## config.mk

```make
export PLATFORM = sky130hd
export DESIGN_NAME = cdc_xfer_arb
export DESIGN_NICKNAME = d
export VERILOG_FILES = /design/src/rtl/cdc_xfer_pkg.sv /design/src/rtl/cdc_xfer_arb_rr_pick.sv /design/src/rtl/reg_tech_cdc.sv /design/src/rtl/cdc_xfer_arb.sv
export SDC_FILE = /design/constraint.sdc
export NUM_CORES = 1
export LEC_CHECK = 0
export ABC_AREA = 1
export CELL_PAD_IN_SITES_DETAIL_PLACEMENT = 1
export CELL_PAD_IN_SITES_GLOBAL_PLACEMENT = 2
export CORE_ASPECT_RATIO = 1.2
export CORE_MARGIN = 2
export CORE_UTILIZATION = 22
export CTS_CLUSTER_DIAMETER = 60
export DETAILED_ROUTE_END_ITERATION = 10
export PLACE_DENSITY_LB_ADDON = 0.05
export SYNTH_ARGS = -nofsm -noshare
export SYNTH_HDL_FRONTEND = slang
export SYNTH_HIERARCHICAL = 1
export SYNTH_SLANG_ARGS = --single-unit
```

## constraint.sdc

```tcl
create_clock -name clk -period 2.4 [get_ports clk]
set_input_delay 0.24 -clock clk [delete_from_list [all_inputs] [get_ports clk]]
set_output_delay 0.24 -clock clk [all_outputs]
set_load 0.01 [all_outputs]
```

## src/rtl/cdc_xfer_pkg.sv

```systemverilog
// Shared definitions for the CDC transfer arbiter.
// - state_e : arbiter FSM encoding (IDLE=0, LOAD=1, REQ_HI=2, REQ_LO=3)
// - clog2_f : constant-foldable ceil(log2(n)), used for parameter checks
package cdc_xfer_pkg;

  typedef enum logic [1:0] {
    StIdle  = 2'd0,
    StLoad  = 2'd1,
    StReqHi = 2'd2,
    StReqLo = 2'd3
  } state_e;

  function automatic int unsigned clog2_f(input int unsigned n);
    int unsigned r;
    r = 0;
    for (int unsigned v = 1; v < n; v = v << 1) begin
      r++;
    end
    return r;
  endfunction

endpackage

```

## src/rtl/cdc_xfer_arb_rr_pick.sv

```systemverilog
// Combinational round-robin picker.
// Ports:
//   req_i   : request vector
//   ptr_i   : highest-priority index this round
//   valid_o : any request present
//   idx_o   : first set request at or after ptr_i, wrapping modulo N_REQ
module rr_pick #(
  parameter int unsigned N_REQ = 4,
  parameter int unsigned SW    = 2
) (
  input  logic [N_REQ-1:0] req_i,
  input  logic [SW-1:0]    ptr_i,
  output logic             valid_o,
  output logic [SW-1:0]    idx_o
);

  // Scan from the farthest offset down so the nearest hit is written last.
  always_comb begin
    valid_o = 1'b0;
    idx_o   = '0;
    for (int k = int'(N_REQ) - 1; k >= 0; k--) begin
      if (req_i[(int'(ptr_i) + k) % int'(N_REQ)]) begin
        valid_o = 1'b1;
        idx_o   = SW'((int'(ptr_i) + k) % int'(N_REQ));
      end
    end
  end

endmodule

```

## src/rtl/reg_tech_cdc.sv

```systemverilog
// Single-bit level synchronizer, POST_STAGES+1 flops deep.
// Ports:
//   clk_i : destination clock
//   d_i   : asynchronous input level
//   q_o   : synchronized level
// The chain has no reset on purpose: a far-side level that is still high
// when the launching domain resets must stay visible so it can be drained.
module reg_tech_cdc #(
  parameter int unsigned POST_STAGES = 1
) (
  input  logic clk_i,
  input  logic d_i,
  output logic q_o
);

  logic [POST_STAGES:0] sync_q;

  always_ff @(posedge clk_i) begin
    sync_q[0] <= d_i;
    for (int i = 1; i <= int'(POST_STAGES); i++) begin
      sync_q[i] <= sync_q[i-1];
    end
  end

  assign q_o = sync_q[POST_STAGES];

endmodule

```

## src/rtl/cdc_xfer_arb.sv

```systemverilog
// Shares one four-phase req/ack CDC channel among N_REQ local requesters.
// Round-robin picks a requester, captures its word, raises xfer_req, waits
// for the synchronized far-side ack (or a timeout), then completes the
// return-to-zero phase before the next grant.
// Ports:
//   clk, rst_n        : clock, synchronous active-low reset
//   req, req_data     : level requests and packed per-requester words
//   done              : one-cycle pulse to the acknowledged requester
//   timeout           : one-cycle pulse when the ack wait expires
//   busy              : FSM not in IDLE
//   xfer_data/src/req : held word, owner index and request to far domain
//   ack_async         : far-domain acknowledge
module cdc_xfer_arb
  import cdc_xfer_pkg::*;
#(
  parameter int unsigned N_REQ       = 4,
  parameter int unsigned DW          = 16,
  parameter int unsigned SW          = 2,
  parameter int unsigned POST_STAGES = 1,
  parameter int unsigned TO_W        = 8
) (
  input  logic                clk,
  input  logic                rst_n,
  input  logic [N_REQ-1:0]    req,
  input  logic [N_REQ*DW-1:0] req_data,
  output logic [N_REQ-1:0]    done,
  output logic                timeout,
  output logic                busy,
  output logic [DW-1:0]       xfer_data,
  output logic [SW-1:0]       xfer_src,
  output logic                xfer_req,
  input  logic                ack_async
);

  if (SW < clog2_f(N_REQ)) begin : gen_sw_check
    $error("cdc_xfer_arb: SW too narrow for N_REQ");
  end
  if (N_REQ < 2 || N_REQ > 8) begin : gen_nreq_check
    $error("cdc_xfer_arb: N_REQ out of range 2..8");
  end

  // Last count value before expiry: keeps xfer_req high 2^TO_W-1 cycles.
  localparam logic [TO_W-1:0] CntLast = {{(TO_W-1){1'b1}}, 1'b0};

  state_e            state_q, state_d;
  logic [SW-1:0]     rr_q, rr_d;
  logic [TO_W-1:0]   cnt_q, cnt_d;
  logic              xfer_req_q, xfer_req_d;
  logic [N_REQ-1:0]  done_q, done_d;
  logic              timeout_q, timeout_d;
  logic              busy_q, busy_d;
  logic [DW-1:0]     xfer_data_q, xfer_data_d;
  logic [SW-1:0]     xfer_src_q, xfer_src_d;

  logic              ack_s;
  logic              pick_valid;
  logic [SW-1:0]     pick_idx;
  logic [DW-1:0]     pick_word;
  logic              grant;
  logic [SW-1:0]     rr_next;

  reg_tech_cdc #(
    .POST_STAGES (POST_STAGES)
  ) u_ack_sync (
    .clk_i (clk),
    .d_i   (ack_async),
    .q_o   (ack_s)
  );

  rr_pick #(
    .N_REQ (N_REQ),
    .SW    (SW)
  ) u_rr_pick (
    .req_i   (req),
    .ptr_i   (rr_q),
    .valid_o (pick_valid),
    .idx_o   (pick_idx)
  );

  assign pick_word = req_data[int'(pick_idx) * DW +: DW];
  // A still-high ack means an earlier transfer has not drained; hold off.
  assign grant     = (state_q == StIdle) && !ack_s && pick_valid;
  assign rr_next   = (xfer_src_q == SW'(N_REQ - 1)) ? '0 : xfer_src_q + 1'b1;

  // State register
  always_ff @(posedge clk) begin
    if (!rst_n) begin
      state_q <= StIdle;
    end else begin
      state_q <= state_d;
    end
  end

  // Next-state logic
  always_comb begin
    state_d = state_q;
    unique case (state_q)
      StIdle:  if (grant) state_d = StLoad;
      StLoad:  state_d = StReqHi;
      StReqHi: if (ack_s || cnt_q == CntLast) state_d = StReqLo;
      StReqLo: if (!ack_s) state_d = StIdle;
      default: state_d = StIdle;
    endcase
  end

  // Output / datapath next values
  always_comb begin
    rr_d        = rr_q;
    cnt_d       = cnt_q;
    xfer_req_d  = xfer_req_q;
    done_d      = '0;
    timeout_d   = 1'b0;
    xfer_data_d = xfer_data_q;
    xfer_src_d  = xfer_src_q;
    busy_d      = (state_d != StIdle);
    unique case (state_q)
      StIdle: begin
        if (grant) begin
          xfer_data_d = pick_word;
          xfer_src_d  = pick_idx;
        end
      end
      StLoad: begin
        xfer_req_d = 1'b1;
        cnt_d      = '0;
      end
      StReqHi: begin
        cnt_d = cnt_q + 1'b1;
        // Ack takes priority over a coincident expiry.
        if (ack_s) begin
          xfer_req_d         = 1'b0;
          done_d[xfer_src_q] = 1'b1;
          rr_d               = rr_next;
        end else if (cnt_q == CntLast) begin
          xfer_req_d = 1'b0;
          timeout_d  = 1'b1;
          rr_d       = rr_next;
        end
      end
      StReqLo: begin
      end
      default: begin
      end
    endcase
  end

  always_ff @(posedge clk) begin
    if (!rst_n) begin
      rr_q        <= '0;
      cnt_q       <= '0;
      xfer_req_q  <= 1'b0;
      done_q      <= '0;
      timeout_q   <= 1'b0;
      busy_q      <= 1'b0;
      xfer_data_q <= '0;
      xfer_src_q  <= '0;
    end else begin
      rr_q        <= rr_d;
      cnt_q       <= cnt_d;
      xfer_req_q  <= xfer_req_d;
      done_q      <= done_d;
      timeout_q   <= timeout_d;
      busy_q      <= busy_d;
      xfer_data_q <= xfer_data_d;
      xfer_src_q  <= xfer_src_d;
    end
  end

  assign done      = done_q;
  assign timeout   = timeout_q;
  assign busy      = busy_q;
  assign xfer_data = xfer_data_q;
  assign xfer_src  = xfer_src_q;
  assign xfer_req  = xfer_req_q;

endmodule

```

==> run summary <==
Run status: complete, no violations
Ys Warns: 6
FFs w/ async S/R, synth: 0%
Die ar.: 0.0113 sq mm
Layout area overhead: 54.8%
Core area: 0.0101 sq mm
Post-CTS Setup Bufs: 0
Layout Cells excl Fill: 566
Vert. Die Dim: 116 um
Seq/Total Area, Yosys: 34.1%
Global route overflow: 0
Vias in the first global route: 2597
Placed Instance Area: 0.00340 sq mm
Max Cap Violations: 0
Cells resized by post-CTS repair: 0
Post-DR wirelength/cell: 13.1 um
RSZ-0062 raised after global routing: no
Critical Path Sink Type: flip-flop
First-pass GRT wire length: 12.0 mm
GRT Overall Usage: 13.3%
Pwr Total: 2.04 mW
Largest net degree at the start of global routing: 23
Worst-path fanout max: 22
H-tree depth: 2
Fin. max-slew vios: 0
Mapped Cells: 344
Final HPWL DP: 5.87 mm
Skew-Pair Late Insertion Delay: 0.28 ns
Largest area contributor in the netlist: dfxtp_1
Kind of critical path: reg2reg
Setup TNS: 0 ns
Clk_skew: 0.00634 ns
Antenna Nets Post-Route: 0
Synth Register Bits: 39
Post-synth EDFFs: 0
Ys flop type: dfxtp_1
Ranking of synthesized cells by area: dfxtp_1 34%, nor2_1 13%, o21ai_1 6.8%, inv_1 6.7%, ha_1 6.0%
# hold bufs at CTS: 0
Vias per cell: 4.37
Bufs on Longest Clock Path: 2
Pwr Density: 575 mW/mm^2
Global placement routability congestion: 0.749
Max Clk Rate: 490 MHz
R2R depth: 13
Post-route cell area: 0.00355 sq mm
Layout cell share with drive strength beyond 1: 8.41%
Clk slew on worst S/H paths: 0.06 ns
Num Clock Sinks: 39
Initial core utilization: 22.8%
WP data arrival: 2.22 ns
Fin crit period: 2.04 ns
Final setup fails: 0
HP Class: reg2reg
Share of the synthesized area in the top cell type: 34.1%
Rows: 40
Count leader, synth: nor2_1
Multi-input gate area: 0.00125 sq mm
Leak: 1.53 nW
Fin nets: 522
Pre-antenna DRT Iters: 4
DRC: 0
Slew @ Worst Pin: 0.400 ns
I/O Buffers: 95
Vias: 2474
Worst rel slew slack: 73.3%
Syn nets: 426
Initial antenna violation count: 0
Die width: 97.2 um
Top Ports: 96
CTS tree: built
Placed Cells: 559
Fill cells: 1259
Hold depth: 0
Commonest cells in the netlist: 80 x nor2_1, 41 x inv_1, 39 x dfxtp_1, 34 x nand2_1, 31 x o21ai_1
TritonCTS buffer count: 5
Fin crit share: 85.0%
Req. time, crit path: 2.58 ns
Final core occ: 35.3%
Register area: 781 sq um
Mapped cell area: 0.00229 sq mm
Final WL: 7.40 mm
Final hold violations: 0
Clock root cell: clkbuf_16
Worst VDD drop: 0.228 mV
Mean Syn Cell Area: 6.66 sq um
Cell variety after synth: 34
Startpoint Class: flip-flop
Antenna Cells: 0
Initial detailed-routing violation count: 26
path summary, 6_finish.rpt:
kind	slack [ns]	to	startpoint
setup / recovery	0.36	xfer_data[3]	rr_q[0]
hold / removal	0.33	u_ack_sync/sync_q[1]	u_ack_sync/sync_q[0]
setup reg to reg	0.36	xfer_data[3]	rr_q[0]
hold reg to reg	0.33	u_ack_sync/sync_q[1]	u_ack_sync/sync_q[0]
cells by family after synthesis:
kind of cell,synth area share [%]
AOI/OAI and AO/OA,21.5
buffers and inverters,11.5
xor gates and xnor gates,0.382
adders and majority gates,6.00
and+or+nand+nor,26.6
DFF,34.1
power by group:
group | switching (mW) | internal (mW) | leakage (nW)
Clock | 0.261 | 0.406 | 0.0727
Sequential | 0.0341 | 0.703 | 0.320
Combinational | 0.314 | 0.321 | 1.14
Total | 0.609 | 1.43 | 1.53
critical path, cell delays in order (launching register included):
cell and delay, ns:
dfxtp_1 0.44, buf_4 0.19, nand2_1 0.05, o21ai_1 0.11, nand2_1 0.09, nand3_1 0.12
nand2_1 0.06, nand2_1 0.05, nand2_1 0.10, buf_4 0.23, o21ai_0 0.22, o22ai_1 0.11
o21ai_1 0.12, inv_1 0.04
routing by layer:
layer | vias up | wire [um] | GRT usage (%)
li1 | 1298 | - | -
met5 | - | 0 | 0
met4 | 0 | 98 | 3.94
met2 | 68 | 3820 | 25.9
met1 | 1102 | 2980 | 13.8
met3 | 6 | 498 | 4.04
final cells by class:
class | count | share of cell area, %
repair buffers | 104 | 29.4
flip-flops and latches | 39 | 22.0
clock buffers | 6 | 3.91
multi-input cells | 244 | 35.2
well taps | 126 | 4.44
clock inverters | 1 | 0.141
inverters | 46 | 4.90
cells in the final DEF, fill, tap and decap left out, types with 2 or more instances in the layout:
master / instances
o22ai_1: 17
o21ai_0: 24
ha_1: 11
nand2_4: 2
buf_12: 2
nor3_1: 2
clkbuf_16: 5
a21oi_1: 13
clkdlybuf4s50_1: 95
nand2_1: 34
buf_4: 7
dfxtp_1: 39
inv_2: 4
o21ai_1: 31
clkinv_2: 2
nand3_1: 8
nor2_1: 80
nand2_2: 8
inv_1: 41
flip-flops by register name, indices dropped and copies added (netlist names):
| name | flops |
|---|---|
| done | 4 |
| busy | 1 |
| u_ack_sync/sync_q | 2 |
| xfer_data | 16 |
| xfer_req | 1 |
| rr_q | 2 |
| state_q | 2 |
| cnt_q | 8 |
| xfer_src | 2 |
| timeout | 1 |
per-stage QoR:
| stage | setup slack (ns) | hold WS (ns) |
|---|---|---|
| 2_1_floorplan | 0.615 | 0.268 |
| 3_3_place_gp | 0.189 | 0.320 |
| 3_5_place_dp | 0.158 | 0.320 |
| 4_1_cts | 0.309 | 0.340 |
| 5_1_grt | 0.0165 | 0.347 |
| 6_report | 0.361 | 0.332 |
No activity file was read; power rests on OpenSTA's default activity.
